<file path="config.mk">
export PLATFORM = sky130hd
export DESIGN_NAME = rsram_bank_sched
export DESIGN_NICKNAME = d
export VERILOG_FILES = /design/src/rtl/rsram_pkg.sv /design/src/rtl/rsram_bank_tracker.sv /design/src/rtl/rsram_bank_sched.sv
export SDC_FILE = /design/constraint.sdc
export NUM_CORES = 1
export LEC_CHECK = 0
export CELL_PAD_IN_SITES_DETAIL_PLACEMENT = 0
export CELL_PAD_IN_SITES_GLOBAL_PLACEMENT = 1
export CORE_UTILIZATION = 30
export CTS_CLUSTER_DIAMETER = 150
export DETAILED_ROUTE_END_ITERATION = 7
export GPL_TIMING_DRIVEN = 0
export PLACE_DENSITY_LB_ADDON = 0.1
export SYNTH_ARGS = -nofsm -noshare
export SYNTH_HDL_FRONTEND = slang
export SYNTH_SLANG_ARGS = --single-unit
</file>
<file path="constraint.sdc">
create_clock -name SYS_CLK -period 2.44 [get_ports SYS_CLK]
set_clock_uncertainty 0.1 [all_clocks]
set_input_delay 0.732 -clock SYS_CLK [delete_from_list [all_inputs] [get_ports SYS_CLK]]
set_output_delay 0.732 -clock SYS_CLK [all_outputs]
set_load 0.05 [all_outputs]
</file>
<file path="src/rtl/rsram_pkg.sv">
// Shared encodings for the read-SRAM bank scheduler: bank states,
// one-hot reader FSM states, pair-select codes and bank-index helpers.
package rsram_pkg;

   localparam int NUM_BANK = 3;

   // per-bank occupancy
   typedef enum logic [1:0] {
      BANK_FREE = 2'b00,
      BANK_FILL = 2'b01,
      BANK_FULL = 2'b10
   } bank_st_e;

   // reader FSM, one-hot
   localparam logic [3:0] ST_IDLE = 4'b0001;
   localparam logic [3:0] ST_WAIT = 4'b0010;
   localparam logic [3:0] ST_RUN  = 4'b0100;
   localparam logic [3:0] ST_DONE = 4'b1000;

   typedef enum logic [3:0] {
      IDLE = ST_IDLE,
      WAIT = ST_WAIT,
      RUN  = ST_RUN,
      DONE = ST_DONE
   } rd_state_e;

   // bank pair seen by the address generator
   localparam logic [1:0] PAIR_01 = 2'b00;
   localparam logic [1:0] PAIR_12 = 2'b01;
   localparam logic [1:0] PAIR_20 = 2'b10;

   // next bank in the 0->1->2->0 rotation
   function automatic logic [1:0] bank_inc(input logic [1:0] b);
      return (b == 2'd2) ? 2'd0 : b + 2'd1;
   endfunction

   // pair select for a pair starting at bank p
   function automatic logic [1:0] pair_sel(input logic [1:0] p);
      case (p)
         2'd0:    return PAIR_01;
         2'd1:    return PAIR_12;
         default: return PAIR_20;
      endcase
   endfunction

endpackage

</file>
<file path="src/rtl/rsram_bank_tracker.sv">
// Holds the FREE/FILL/FULL state of each line bank. Free has priority,
// but the scheduler never targets one bank with two updates in a cycle.
module rsram_bank_tracker
   import rsram_pkg::*;
(
   input  logic                SYS_CLK,
   input  logic                SYS_RST,
   input  logic                fill_en,
   input  logic [1:0]          fill_idx,
   input  logic                full_en,
   input  logic [1:0]          full_idx,
   input  logic [NUM_BANK-1:0] free_mask,
   output logic [NUM_BANK-1:0] is_free,
   output logic [NUM_BANK-1:0] is_full
);

   for (genvar i = 0; i < NUM_BANK; i++) begin : g_bank
      localparam logic [1:0] IDX = 2'(i);
      bank_st_e st;

      // one bank's state register
      always_ff @(posedge SYS_CLK or negedge SYS_RST) begin
         if (!SYS_RST)                        st <= BANK_FREE;
         else if (free_mask[i])               st <= BANK_FREE;
         else if (full_en && full_idx == IDX) st <= BANK_FULL;
         else if (fill_en && fill_idx == IDX) st <= BANK_FILL;
      end

      assign is_free[i] = (st == BANK_FREE);
      assign is_full[i] = (st == BANK_FULL);
   end

endmodule

</file>
<file path="src/rtl/rsram_bank_sched.sv">
// Read-SRAM bank scheduler: rotates three line banks between the pixel
// loader and the CNN window address generator.
// Optional stall counter enabled by defining RSRAM_SCHED_PERF_EN.
module rsram_bank_sched
   import rsram_pkg::*;
#(
   parameter int PIC_W  = 8,
   parameter int PERF_W = 16
) (
   input  logic              SYS_CLK,
   input  logic              SYS_RST,
   input  logic              frame_start,
   input  logic [PIC_W-1:0]  pic_size,
   input  logic              wr_req,
   output logic              wr_grant,
   output logic [1:0]        wr_bank,
   input  logic              wr_done,
   output logic              genaddr_start,
   output logic [1:0]        rd_banksel,
   input  logic              bank_ok,
   output logic              frame_done,
   output logic              busy,
   output logic              err_proto,
   output logic [PERF_W-1:0] perf_stall_cnt
);

   rd_state_e            state, state_nx;
   logic [1:0]           wr_ptr, rd_ptr, rd_nx;
   logic [PIC_W-1:0]     wr_cnt, pair_cnt, n_q;
   logic                 fill_out;
   logic [NUM_BANK-1:0]  is_free, is_full, free_mask;
   logic                 pair_full, last_pair, wr_fin, launch;

   rsram_bank_tracker u_trk (
      .SYS_CLK   (SYS_CLK),
      .SYS_RST   (SYS_RST),
      .fill_en   (wr_grant),
      .fill_idx  (wr_ptr),
      .full_en   (wr_fin),
      .full_idx  (wr_ptr),
      .free_mask (free_mask),
      .is_free   (is_free),
      .is_full   (is_full)
   );

   assign rd_nx      = bank_inc(rd_ptr);
   assign pair_full  = is_full[rd_ptr] & is_full[rd_nx];
   assign last_pair  = (pair_cnt == n_q - PIC_W'(2));
   assign busy       = (state != IDLE);
   assign frame_done = (state == DONE);
   assign wr_fin     = wr_done & fill_out;
   assign launch     = (state == WAIT) & pair_full;
   // wr_ptr only moves on wr_done, so it names the granted bank until then
   assign wr_bank    = wr_ptr;
   assign wr_grant   = wr_req & ~fill_out & is_free[wr_ptr] & busy & (wr_cnt < n_q);

   // reader FSM state register
   always_ff @(posedge SYS_CLK or negedge SYS_RST) begin
      if (!SYS_RST) state <= IDLE;
      else          state <= state_nx;
   end

   // reader FSM next state and bank release on bank_ok
   always_comb begin
      state_nx  = state;
      free_mask = '0;
      case (state)
         IDLE: if (frame_start) state_nx = WAIT;
         WAIT: if (pair_full)   state_nx = RUN;
         RUN: begin
            if (bank_ok) begin
               free_mask[rd_ptr] = 1'b1;
               if (last_pair) begin
                  free_mask[rd_nx] = 1'b1;
                  state_nx         = DONE;
               end else begin
                  state_nx = WAIT;
               end
            end
         end
         DONE:    state_nx = IDLE;
         default: state_nx = IDLE;
      endcase
   end

   // pointers, counters, fill tracking and registered reader outputs
   always_ff @(posedge SYS_CLK or negedge SYS_RST) begin
      if (!SYS_RST) begin
         wr_ptr        <= '0;
         rd_ptr        <= '0;
         wr_cnt        <= '0;
         pair_cnt      <= '0;
         n_q           <= '0;
         fill_out      <= 1'b0;
         genaddr_start <= 1'b0;
         rd_banksel    <= '0;
      end else begin
         if (state == IDLE && frame_start)
            n_q <= (pic_size < PIC_W'(2)) ? PIC_W'(2) : pic_size;
         if (wr_grant) fill_out <= 1'b1;
         if (wr_fin) begin
            fill_out <= 1'b0;
            wr_ptr   <= bank_inc(wr_ptr);
            wr_cnt   <= wr_cnt + 1'b1;
         end
         if (state == RUN && bank_ok) begin
            rd_ptr   <= rd_nx;
            pair_cnt <= pair_cnt + 1'b1;
         end
         genaddr_start <= launch;
         if (launch) rd_banksel <= pair_sel(rd_ptr);
         if (state == DONE) begin
            wr_ptr     <= '0;
            rd_ptr     <= '0;
            wr_cnt     <= '0;
            pair_cnt   <= '0;
            fill_out   <= 1'b0;
            rd_banksel <= '0;
         end
      end
   end

   // sticky protocol error
   always_ff @(posedge SYS_CLK or negedge SYS_RST) begin
      if (!SYS_RST)
         err_proto <= 1'b0;
      else if ((frame_start && busy) || (bank_ok && state != RUN) || (wr_done && !fill_out))
         err_proto <= 1'b1;
   end

`ifdef RSRAM_SCHED_PERF_EN
   logic [PERF_W-1:0] stall_q;

   // saturating count of cycles spent waiting for a full pair
   always_ff @(posedge SYS_CLK or negedge SYS_RST) begin
      if (!SYS_RST)
         stall_q <= '0;
      else if (state == IDLE && frame_start)
         stall_q <= '0;
      else if (state == WAIT && stall_q != '1)
         stall_q <= stall_q + 1'b1;
   end

   assign perf_stall_cnt = stall_q;
`else
   assign perf_stall_cnt = '0;
`endif

endmodule

</file>
* Yosys cells after proc, flatten, opt, wreduce, memory -nomap -nowiden
Index checks and enable logic that the tools add are counted.
** Word-level totals
- Flip-flop bits (word level) :: 43
- Logic and storage cells :: 124
- Output and inout bits :: 25
- Bits of input ports :: 14
** Operators by class
- Reductions and logical operators :: 29
- Bitwise gates (word level) :: 9
- Mux-type cells :: 44
- Magnitude comparators :: 7
- $add $sub $neg :: 5
- Equality and inequality tests :: 17
** Operator list (count)
- $mux 8 :: 5
- $mux 2 :: 17
- $add 8x1->8 const B :: 2
- $mux 4 :: 4
- $logic_and 1x1->1 :: 13
- $pmux 4 s3 :: 1
- $reduce_bool 3->1 :: 4
- $eq 2x2->1 const B :: 5
- $logic_not 2->1 :: 5
- $lt 2x3->1 const B :: 3
- $mux 3 :: 3
- $eq 8x8->1 :: 1
- $lt 8x2->1 const B :: 1
- $lt 8x8->1 :: 1
- $mux 1 :: 8
- $sub 8x2->8 const B :: 1
- $and 1x1->1 :: 7
- $bmux 1 s2 :: 3
- $ne 2x2->1 const B :: 3
- $reduce_bool 2->1 :: 3
- $add 2x1->2 const B :: 2
- $demux 1 s2 :: 2
- $eq 2x1->1 const B :: 2
- $eq 4x1->1 const B :: 1
- 12 further kinds :: 14

* Logic depth before layout (Yosys ltp)
Gate-level depths: netlist (run 1).
- Depth in word-level cells :: 11
- Depth in mapped cells :: 7
- Depth with buffers taken out :: 7

* By module
A second synthesis (run 1) with hierarchy kept.
** Unflattened totals
- Cells, all modules :: 289
- Area, all modules :: 2663.8 um^2
** Modules (own cells, without submodules)
- rsram_bank_sched :: cells each 256, instances 1, seq. area each 927.1 um^2, area an instance 2339.7 um^2
- rsram_bank_tracker :: cells each 33, instances 1, seq. area each 150.1 um^2, area an instance 324.1 um^2

* Worst setup path after synthesis (run 1)
Ideal clock, no wire load.
- Kind :: register -> output
- From :: register wr_ptr[1], in the netlist wr_bank[1]
- To :: output wr_grant
- Data required time :: 1.608 ns
- Path slack :: -0.159 ns
- Buffers on the path :: 0
- Stages on the path, launching flop included :: 5
- Data arrival time :: 1.767 ns
- Path through :: dfrtp_1 nor3_1 a211oi_1 nor3_1 and2_1
** Between the ends
- Cells in the longest elaborated chain, start to end :: 5
** Ends and longest elaborated chain
- from (decl) :: RTL line rsram_bank_sched.sv:28 : logic [1:0] wr_ptr, rd_ptr, rd_nx;
- from (signal assigned) :: RTL line rsram_bank_sched.sv:103 : wr_ptr <= bank_inc(wr_ptr);
- $bmux 1 s2 :: RTL line rsram_bank_sched.sv:55 : assign wr_grant = wr_req & ~fill_out & is_free[wr_ptr] & busy & (wr_cnt < n_q);
- $mux 1 (not written as such) :: RTL line rsram_bank_sched.sv:55
- $and 1x1->1 (3 in a row) :: RTL line rsram_bank_sched.sv:55
- to (decl) :: RTL line rsram_bank_sched.sv:15 : output logic wr_grant,
Every way passes these cells. The select of a mux whose other input is x is not followed.

* Worst setup path after layout (run 1)
- From :: register state[0]
- To :: output wr_grant
** Between the ends
- Cells in the longest elaborated chain, start to end :: 3
** Ends and longest elaborated chain
- from (decl) :: RTL line rsram_bank_sched.sv:27 : rd_state_e state, state_nx;
- from (signal assigned) :: RTL line rsram_bank_sched.sv:60 : else state <= state_nx;
- $ne 4x1->1 :: RTL line rsram_bank_sched.sv:49 : assign busy = (state != IDLE);
- $and 1x1->1 (2 in a row) :: RTL line rsram_bank_sched.sv:55
Every way passes these cells.

==> reports/metrics.csv, run 1 <==
metric,value,unit
status,"finished, violations left",
failing checks,setup timing,
H-tree Lvls,2,
Fin Hold WS,0.307,ns
synthesized cell area,2660,um2
simple-gate area share of the yosys netlist,23.5,%
CP cell instances,or4b_4 > nand4_1 > nor3_4 > and2_4 > buf_8,
final WL,6700,um
layout cells sized above 1,22.4,%
clock power share,16.8,%
# DRC,0,
Net Switching,1.50,mW
Max clock buf depth,2,
Cells after Synth,283,
"Reg clk slew, reported paths",0.10,ns
CTS Sinks,43,
1st-iter DRT viols,95,
Clock Latency Late Sink,0.30,ns
largest family of logic cells by synthesized area,simple AND/OR/NAND/NOR gates,
CP top delay family,simple AND/OR/NAND/NOR gates,
largest net degree at the start of global routing,23,
"top cells by area, synth","dfrtp_1 40%, ha_1 6.6%, buf_4 4.8%, xor2_1 3.6%, nor2_1 3.2%",
via count,2169,
number of enable flip-flop cells after synthesis,0,
Min-Delay Path Class,input pin to async pin,
P_leak,1.61,nW
Die Footprint,9240,um2
cts bufs inserted,5,
Rel. slew slack,56.2,%
CP startpoint kind,flop,
Multi-input gate area,1460,um2
min Tclk post-route,2.74,ns
largest area contributor in the netlist,dfrtp_1,
"count leader, synth",dfrtp_1,
die height,96.1,um
Post-Synth Adder-Cell Area,6.59,%
Max Clk Rate,365,MHz
maxcap violations,0,
post-place setup slack,-1.19,ns
synth cell count leaders,"42 x dfrtp_1, 23 x nor2_1, 21 x nand2_1, 19 x inv_1, 17 x buf_4",
r2r setup slk,0.20,ns
filler cell count,842,
placed instance area,3080,um2
worst path required time,1.61,ns
drt first pass iters,4,
Final Cycle Share,112,%
"slowest stage delay, CP",0.55,ns
Final HPWL DP,4790,um
multiplexer share of the synthesized area,4.00,%
Netlist cell types,51,
post-layout util,40.8,%
Int Pwr,2.07,mW
nets@finish,375,
clk root buf,clkbuf_8,
combinational power share,49.4,%
IO Count,39,
CTS tree,done,
CP max-delay cell,dfstp_2,
design area,3420,um2
most used flip-flop cell after synthesis,dfrtp_1,
Synth top area share,39.5,%
WP data arrival,1.91,ns
I/O Buffers,22,
Setup TNS Final,-0.353,ns
synthesized area per cell,9.39,um2
row cnt,33,
sequential share of power,33.8,%
worst vdd ir,0.000380,V
Setup Viol. Count Final,2,
"Seq/Total Area, Yosys",40.5,%
"Slew Viols, Final",0,
core area,8380,um2
gp weighted congestion,0.803,
asr flop ratio synth,100,%
initial antenna violation count,0,
Synthesis Warnings,0,
Initial Utilization,31.7,%
Final WS setup,-0.302,ns
XOR/XNOR share of the synthesized area,6.59,%
crit path max fanout,3,
Worst-Margin Slew,0.653,ns
vias in the first global route,2109,
DR WL/cell,14.8,um
first-pass GRT wire length,11000,um
ANT nets after route,0,
CP Capture Type,output port,
crit path buf inv count,1,
RSZ-0062 raised after global routing,yes,
sw frac,42.0,%
total gr overflow,0,
register bit count reported by yosys,43,
critical path class,flop to output port,
Final Hold Vio Count,0,
Power Density,1040,nW/um2
compound-cell area share of the yosys netlist,10.1,%
via/cell ratio,4.79,
Die X,96.1,um
Reg area,1080,um2
antenna cells,0,
GR Util All Layers,15.9,%
"Area growth, synth to finish",28.7,%
## layout make-up
cell class	count	share of cell area, %
well taps	105	3.84
multi-input cells	214	42.6
clock buffers	6	2.41
clock inverters	2	1.02
repair buffers	43	11.6
plain buffers	21	4.76
flip-flops and latches	43	31.7
inverters	19	2.09
## layout by cell type, fill, tap and decap left out, types with 3 or more instances in the layout
| cell | netlist | final |
|---|---|---|
| o31ai_1 | 3 | 3 |
| buf_4 | 17 | 36 |
| or3_1 | 3 | 3 |
| nand3b_1 | 3 | 3 |
| nand2b_1 | 4 | 4 |
| nor4_1 | 6 | 5 |
| clkbuf_8 | 0 | 6 |
| xor2_1 | 11 | 11 |
| and3_1 | 3 | 3 |
| dfrtp_2 | 0 | 5 |
| nor3_1 | 15 | 14 |
| inv_1 | 19 | 19 |
| nand2_1 | 21 | 21 |
| nand3_1 | 11 | 11 |
| dfrtp_1 | 42 | 37 |
| nor2_1 | 23 | 23 |
| buf_6 | 1 | 3 |
| nand4_1 | 9 | 9 |
| buf_8 | 0 | 3 |
| mux2_4 | 5 | 5 |
| conb_1 | 1 | 16 |
| clkdlybuf4s50_1 | 0 | 16 |
| o21ai_0 | 8 | 7 |
| xnor2_1 | 9 | 9 |
| ha_1 | 14 | 14 |
| a21oi_1 | 12 | 12 |
## routing by layer
metal  global-route usage, %  up-vias  part of all wire [%]
met3                    2.76        4                   3.0
li1                        -     1099                     -
met5                       0        -                     0
met4                    4.73        0                  0.99
met2                    26.6       37                    48
met1                    21.0     1029                    48
## worst register-to-register path, cell delays in order, from the launching register on
cell and delay [ns]:
dfrtp_1 0.35, inv_1 0.08, ha_1 0.27, o21ba_2 0.21
a221oi_1 0.39, nor2b_1 0.20, nor4_1 0.41, a211oi_1 0.09
## cell families (layout without fill, tap and decap cells)
logic type,after synthesis,count (layout)
AO/OA/AOI/OAI,41,41
XOR/XNOR,20,20
adder cells (fa/ha/maj),14,14
buffers and inverters,41,91
flip-flops,43,43
multiplexers,8,8
other,1,16
AND/OR/NAND/NOR,115,115
## worst paths after layout
check,from,to,depth (start not counted)
setup / recovery,state[0],wr_grant,5
hold reg to reg,state[3],state[2],1
hold / removal,SYS_RST,rd_ptr[0],1
min in group SYS_CLK,state[3],state[2],1
max in group asynchronous,SYS_RST,n_q[4],2
setup reg to reg,n_q[1],u_trk.g_bank[1].st[1],7
## power groups by stage
stage	clock, mW	combinational [mW]	sequential (mW)
5_1_grt	0.658	1.95	1.24
6_report	0.600	1.76	1.21
3_3_place_gp	0	1.50	1.26
2_1_floorplan	0	1.09	1.26
4_1_cts	0.625	1.72	1.20
3_5_place_dp	0	1.51	1.26
## registers in the layout (all words and copies together), names as in the netlist
| register | count |
|---|---|
| err_proto | 1 |
| n_q | 8 |
| pair_cnt | 8 |
| wr_bank | 2 |
| fill_out | 1 |
| rd_banksel | 2 |
| wr_cnt | 8 |
| u_trk.g_bank.st | 6 |
| state | 4 |
| genaddr_start | 1 |
| rd_ptr | 2 |
## what timing repair did
action / 4_1_cts / 5_1_grt
gates cloned: 0 / 0
setup endpoints to repair: 7 / 5
gates resized for setup: 30 / 13
buffers inserted: 13 / 7
hold buffers: 0 / 0
pin swaps: 5 / 3
## per-stage QoR
step,std cells,power (mW)
2_1_floorplan,298,2.34
3_3_place_gp,425,2.75
3_5_place_dp,426,2.77
4_1_cts,446,3.55
5_1_grt,453,3.85
6_report,453,3.57
Power figures use the tool's default switching activity.
==> run 2, diff against run 1 <==
--- a/config.mk
+++ b/config.mk
@@ -10,6 +10,7 @@
 export CORE_UTILIZATION = 30
 export CTS_CLUSTER_DIAMETER = 150
 export DETAILED_ROUTE_END_ITERATION = 7
+export GPL_ROUTABILITY_DRIVEN = 0
 export GPL_TIMING_DRIVEN = 0
 export PLACE_DENSITY_LB_ADDON = 0.1
 export SYNTH_ARGS = -nofsm -noshare
==> results of run 2 <==
No change in the layout: final DEF, timing and power equal those of run 1.
==> run 3, diff against run 2 <==
--- a/config.mk
+++ b/config.mk
@@ -11,7 +11,6 @@
 export CTS_CLUSTER_DIAMETER = 150
 export DETAILED_ROUTE_END_ITERATION = 7
 export GPL_ROUTABILITY_DRIVEN = 0
-export GPL_TIMING_DRIVEN = 0
 export PLACE_DENSITY_LB_ADDON = 0.1
 export SYNTH_ARGS = -nofsm -noshare
 export SYNTH_HDL_FRONTEND = slang
==> reports/metrics.csv, run 3 (same netlist as run 1, synthesis figures left out) <==
metric,value,unit
status,"finished, violations left",
failing checks,setup timing,
GR Util All Layers,15.0,%
total gr overflow,0,
CP Capture Type,output port,
"Reg clk slew, reported paths",0.08,ns
clk root buf,clkbuf_8,
min Tclk post-route,2.67,ns
design area,3360,um2
cts bufs inserted,5,
via count,2125,
Clock Latency Late Sink,0.30,ns
antenna cells,0,
critical path class,flop to output port,
core area,8380,um2
"commonest non-fill, non-tap cell in the layout",dfrtp_1,
Non-Filler Instances,448,
DR WL/cell,14.0,um
CP startpoint kind,flop,
row cnt,33,
filler cell count,846,
P_leak,1.57,nW
CTS Sinks,43,
first-pass GRT wire length,10500,um
initial antenna violation count,0,
Final Hold Vio Count,0,
most frequent cells in the layout,"42 x dfrtp_1, 37 x buf_4, 23 x nor2_1, 21 x nand2_1, 18 x inv_1",
1st-iter DRT viols,66,
Hold Buf Count CTS,0,
vias in the first global route,2112,
CP max-delay cell,dfstp_2,
Final HPWL DP,4980,um
Regs by FF count,"n_q x8, pair_cnt x8, wr_cnt x8",
Final WS setup,-0.227,ns
maxcap violations,0,
drt first pass iters,4,
Die X,96.1,um
ANT nets after route,0,
"Slew Viols, Final",0,
IO Count,39,
worst path required time,1.61,ns
Die Footprint,9240,um2
nets@finish,370,
largest net degree at the start of global routing,23,
Final Cycle Share,109,%
Setup TNS Final,-0.332,ns
die height,96.1,um
final WL,6260,um
placed instance area,3200,um2
Worst-Margin Slew,0.547,ns
Max clock buf depth,2,
WP data arrival,1.84,ns
worst vdd ir,0.000344,V
"slowest stage delay, CP",0.53,ns
Initial Utilization,31.7,%
"Area growth, synth to finish",26.6,%
CTS tree,done,
Power Density,1050,nW/um2
cell total after placement,437,
Setup Viol. Count Final,2,
Rel. slew slack,63.5,%
layout cells sized above 1,21.0,%
CP cell instances,or4b_4 > nand4_1 > nor3_2 > and2_4 > buf_12,
Min-Delay Path Class,input pin to async pin,
via/cell ratio,4.74,
RSZ-0062 raised after global routing,yes,
# DRC,0,
Max Clk Rate,375,MHz
I/O Buffers,22,
crit path max fanout,2,
H-tree Lvls,2,
run 3: cell count changes in the layout (fill, tap and decap cells not counted), sizes merged:
cell and change:
bufinv -1, dlygate4sd2 -2, buf -2, dlymetal6s2s +1, clkinv -1, clkbuf +1
clkdlybuf4s50 -1
run 3: worst paths after layout:
path / depth (start not counted) / end / slack (ns) / start
worst max-delay path: 5 / wr_grant / -0.23 / state[0]
worst min-delay path: 1 / u_trk.g_bank[0].st[1] / 0.31 / SYS_RST
worst max register to register: 8 / u_trk.g_bank[0].st[0] / 0.20 / n_q[1]
worst min register to register: 2 / rd_banksel[1] / 0.43 / rd_banksel[1]
max in group asynchronous: 2 / pair_cnt[7] / 1.41 / SYS_RST
min in group SYS_CLK: 2 / rd_banksel[1] / 0.43 / rd_banksel[1]
run 3: worst max-delay path: cells and delay by family (launching register included):
family                 cells  cell delay [ns]
buffers and inverters      1             0.14
DFF                        1             0.53
and+or+nand+nor            4             0.87
run 3: repair_timing:
item | in CTS | in global routing
endpoints found under the setup margin | 2 | 6
endpoints found under the hold margin | 0 | 0
gates resized for setup | 4 | 6
buffers inserted | 0 | 3
pin swaps | 1 | 2
run 3: power by group:
group | internal (mW) | total, mW | switching, mW
Sequential | 0.937 | 1.13 | 0.197
Combinational | 0.874 | 1.89 | 1.02
Clock | 0.259 | 0.509 | 0.251
Total | 2.07 | 3.54 | 1.47
run 3: area by class of cell:
cell class | count | area, um2 | area share, %
multi-input combinational | 214 | 1460 | 43.3
sequential | 43 | 1080 | 32.0
clock buffer | 8 | 100 | 2.98
timing repair buffer | 59 | 528 | 15.7
tap | 105 | 131 | 3.91
inverter | 19 | 71.3 | 2.12
run 3: stage by stage:
step	setup slack, ns	power (mW)	hold WS (ns)	util [%]
after floorplan	0.00420	2.34	0.336	-
after global placement	-0.213	2.96	0.413	38.1
after detailed placement	-0.222	2.96	0.424	38.1
after CTS	-0.202	3.50	0.336	39.5
after global routing	-0.274	3.83	0.358	40.1
final	-0.227	3.54	0.311	40.1
run 3: layer usage:
layer / wire (um) / GRT usage, %
met1: 3070 / 20.1
met3: 164 / 2.61
met2: 2990 / 25.2
met5: 0 / 0
met4: 35 / 3.11
==> patch (settings of run 3) <==
Re-encode `bank_st_e` (3 values) as one-hot, 3 bits wide.
--- a/src/rtl/rsram_pkg.sv
+++ b/src/rtl/rsram_pkg.sv
@@ -5,10 +5,10 @@
    localparam int NUM_BANK = 3;
 
    // per-bank occupancy
-   typedef enum logic [1:0] {
-      BANK_FREE = 2'b00,
-      BANK_FILL = 2'b01,
-      BANK_FULL = 2'b10
+   typedef enum logic [2:0] {
+      BANK_FREE = 3'b001,
+      BANK_FILL = 3'b010,
+      BANK_FULL = 3'b100
    } bank_st_e;
 
    // reader FSM, one-hot
Formal check against the unedited RTL: same outputs for any inputs over 10 cycles, from zero or initial values and one cycle with SYS_RST low; not proved beyond that.
==> patch against run 3 <==
- the flow still finishes with violations (negative setup slack)
- sequential cell count grew 3
- area after synthesis grew 1.1%
- wire length grew 3.0%
- worst hold slack worse by 0.034 ns
- synthesized cell count rose by 0.35%
- worst setup slack worse by 0.037 ns
- design area rose by 6.3%
- final cell count rose by 4.5%
- power down 31%
- fmax fell by 1.4%
- via count rose by 0.47%
- core utilization is 1.1 points higher
- critical path depth is 1 higher
- critical endpoint unchanged
- largest cell class unchanged
- highest routed layer unchanged
==> patch: results (changes against run 3) <==
Outcome = complete, but fails checks
Failing checks = negative setup slack
WL/cell = 13.8 µm (-1.4%)
Critical-path top delay cell = dfrtp_1
DR vias/cell = 4.56 (-3.8%)
Met2 wire len = 2870 µm (-3.9%)
Net count reported at finish = 387 (+4.6%)
Post-Syn Instances = 284 (+0.35%)
R2R setup slack = 0.06 ns (-0.14 ns)
Post-synth top area share = 39.1% (-0.42 points)
Post-synth top cells = 42 x dfrtp_1, 34 x nor2_1, 21 x nand2_1
Register area share after synthesis = 43.0% (+2.5 points)
Post-place setup slack = -0.489 ns (-0.268 ns)
Peak VDD IR = 254 µV (-26%)
GRT Total Usage = 14.5% (-0.54 points)
DRT iter0 DRCs = 62 (-6.1%)
Metal-1 WL = 3310 µm (+7.9%)
Final setup margin = -0.264 ns (-0.0368 ns)
Routed wire length = 6450 µm (+3.0%)
First-pass GRT wire length = 10900 µm (+4.0%)
Final setup TNS = -0.281 ns (+0.0508 ns)
Placed Instances = 453 (+3.7%)
Placed cell area = 3310 µm² (+3.6%)
Layout cells sized above 1 = 27.8% (+6.8 points)
Final setup vio count = 2 (unchanged)
Dpl hpwl = 4840 µm (-2.7%)
Worst path max stage delay = 0.35 ns (-0.18 ns)
Leakage Power = 1.70 nW (+8.1%)
Synth top area cells = dfrtp_1 39%, ha_1 6.5%, nor2_1 4.8%
Fill cell count = 883 (+4.4%)
patch: changes by cell type in the layout (fill, tap and decap cells not counted), moves of 4 or more:
cell	before	now
buf_4	37	56
nor3_1	14	7
nor2_1	23	34
mux2_4	5	0
nand4_1	9	4
nor4_1	6	2
mux2_2	1	6
patch: cell type report:
cell class	count	area, µm²	share of cell area [%]
Clock buffer	8	110	3.08
Inverter	18	67.6	1.89
Multi-Input combinational cell	211	1450	40.5
Sequential cell	46	1160	32.4
Tap cell	108	135	3.78
Timing Repair Buffer	77	656	18.3
patch: per-layer routing:
layer  vias up  track usage [%]
li1       1091                -
met1      1012             20.8
met2        28             22.4
met3         4             2.82
met4         0             3.44
met5         -                0
patch: report_power, final:
group	switching (mW)	internal (mW)	leakage (nW)	total [mW]
Sequential	0.0510	0.851	0.592	0.902
Combinational	0.469	0.507	1.05	0.975
Clock	0.278	0.287	0.0575	0.565
Total	0.798	1.64	1.70	2.44
patch: what timing repair did:
action | 4_1_cts | 5_1_grt
pin swaps | 7 | 5
endpoints found under the setup margin | 2 | 6
resized for setup | 11 | 13
endpoints found under the hold margin | 0 | 0
setup buffers | 3 | 5
patch: kinds of logic after synthesis:
kind of cell	synth area share, %
DFF	43.0
adders and majority gates	6.52
buffers and inverters	9.08
muxes	3.63
xor gates and xnor gates	8.15
and+or+nand+nor	18.5
AOI/OAI and AO/OA	10.9
other	0.140
patch: through the flow:
step | hold slack [ns] | utilization (%)
6_report | 0.278 | 41.2
5_1_grt | 0.302 | 41.2
4_1_cts | 0.291 | 40.3
3_5_place_dp | 0.382 | 38.2
3_3_place_gp | 0.379 | 38.2
2_1_floorplan | 0.336 | -
patch: worst paths after layout:
kind	end	startpoint
setup / recovery	wr_grant	n_q[7]
hold / removal	genaddr_start	SYS_RST
setup reg to reg	u_trk.g_bank[0].st[1]	n_q[2]
hold reg to reg	u_trk.g_bank[2].st[0]	u_trk.g_bank[2].st[0]
max in group asynchronous	u_trk.g_bank[1].st[0]	SYS_RST
min in group SYS_CLK	u_trk.g_bank[2].st[0]	u_trk.g_bank[2].st[0]
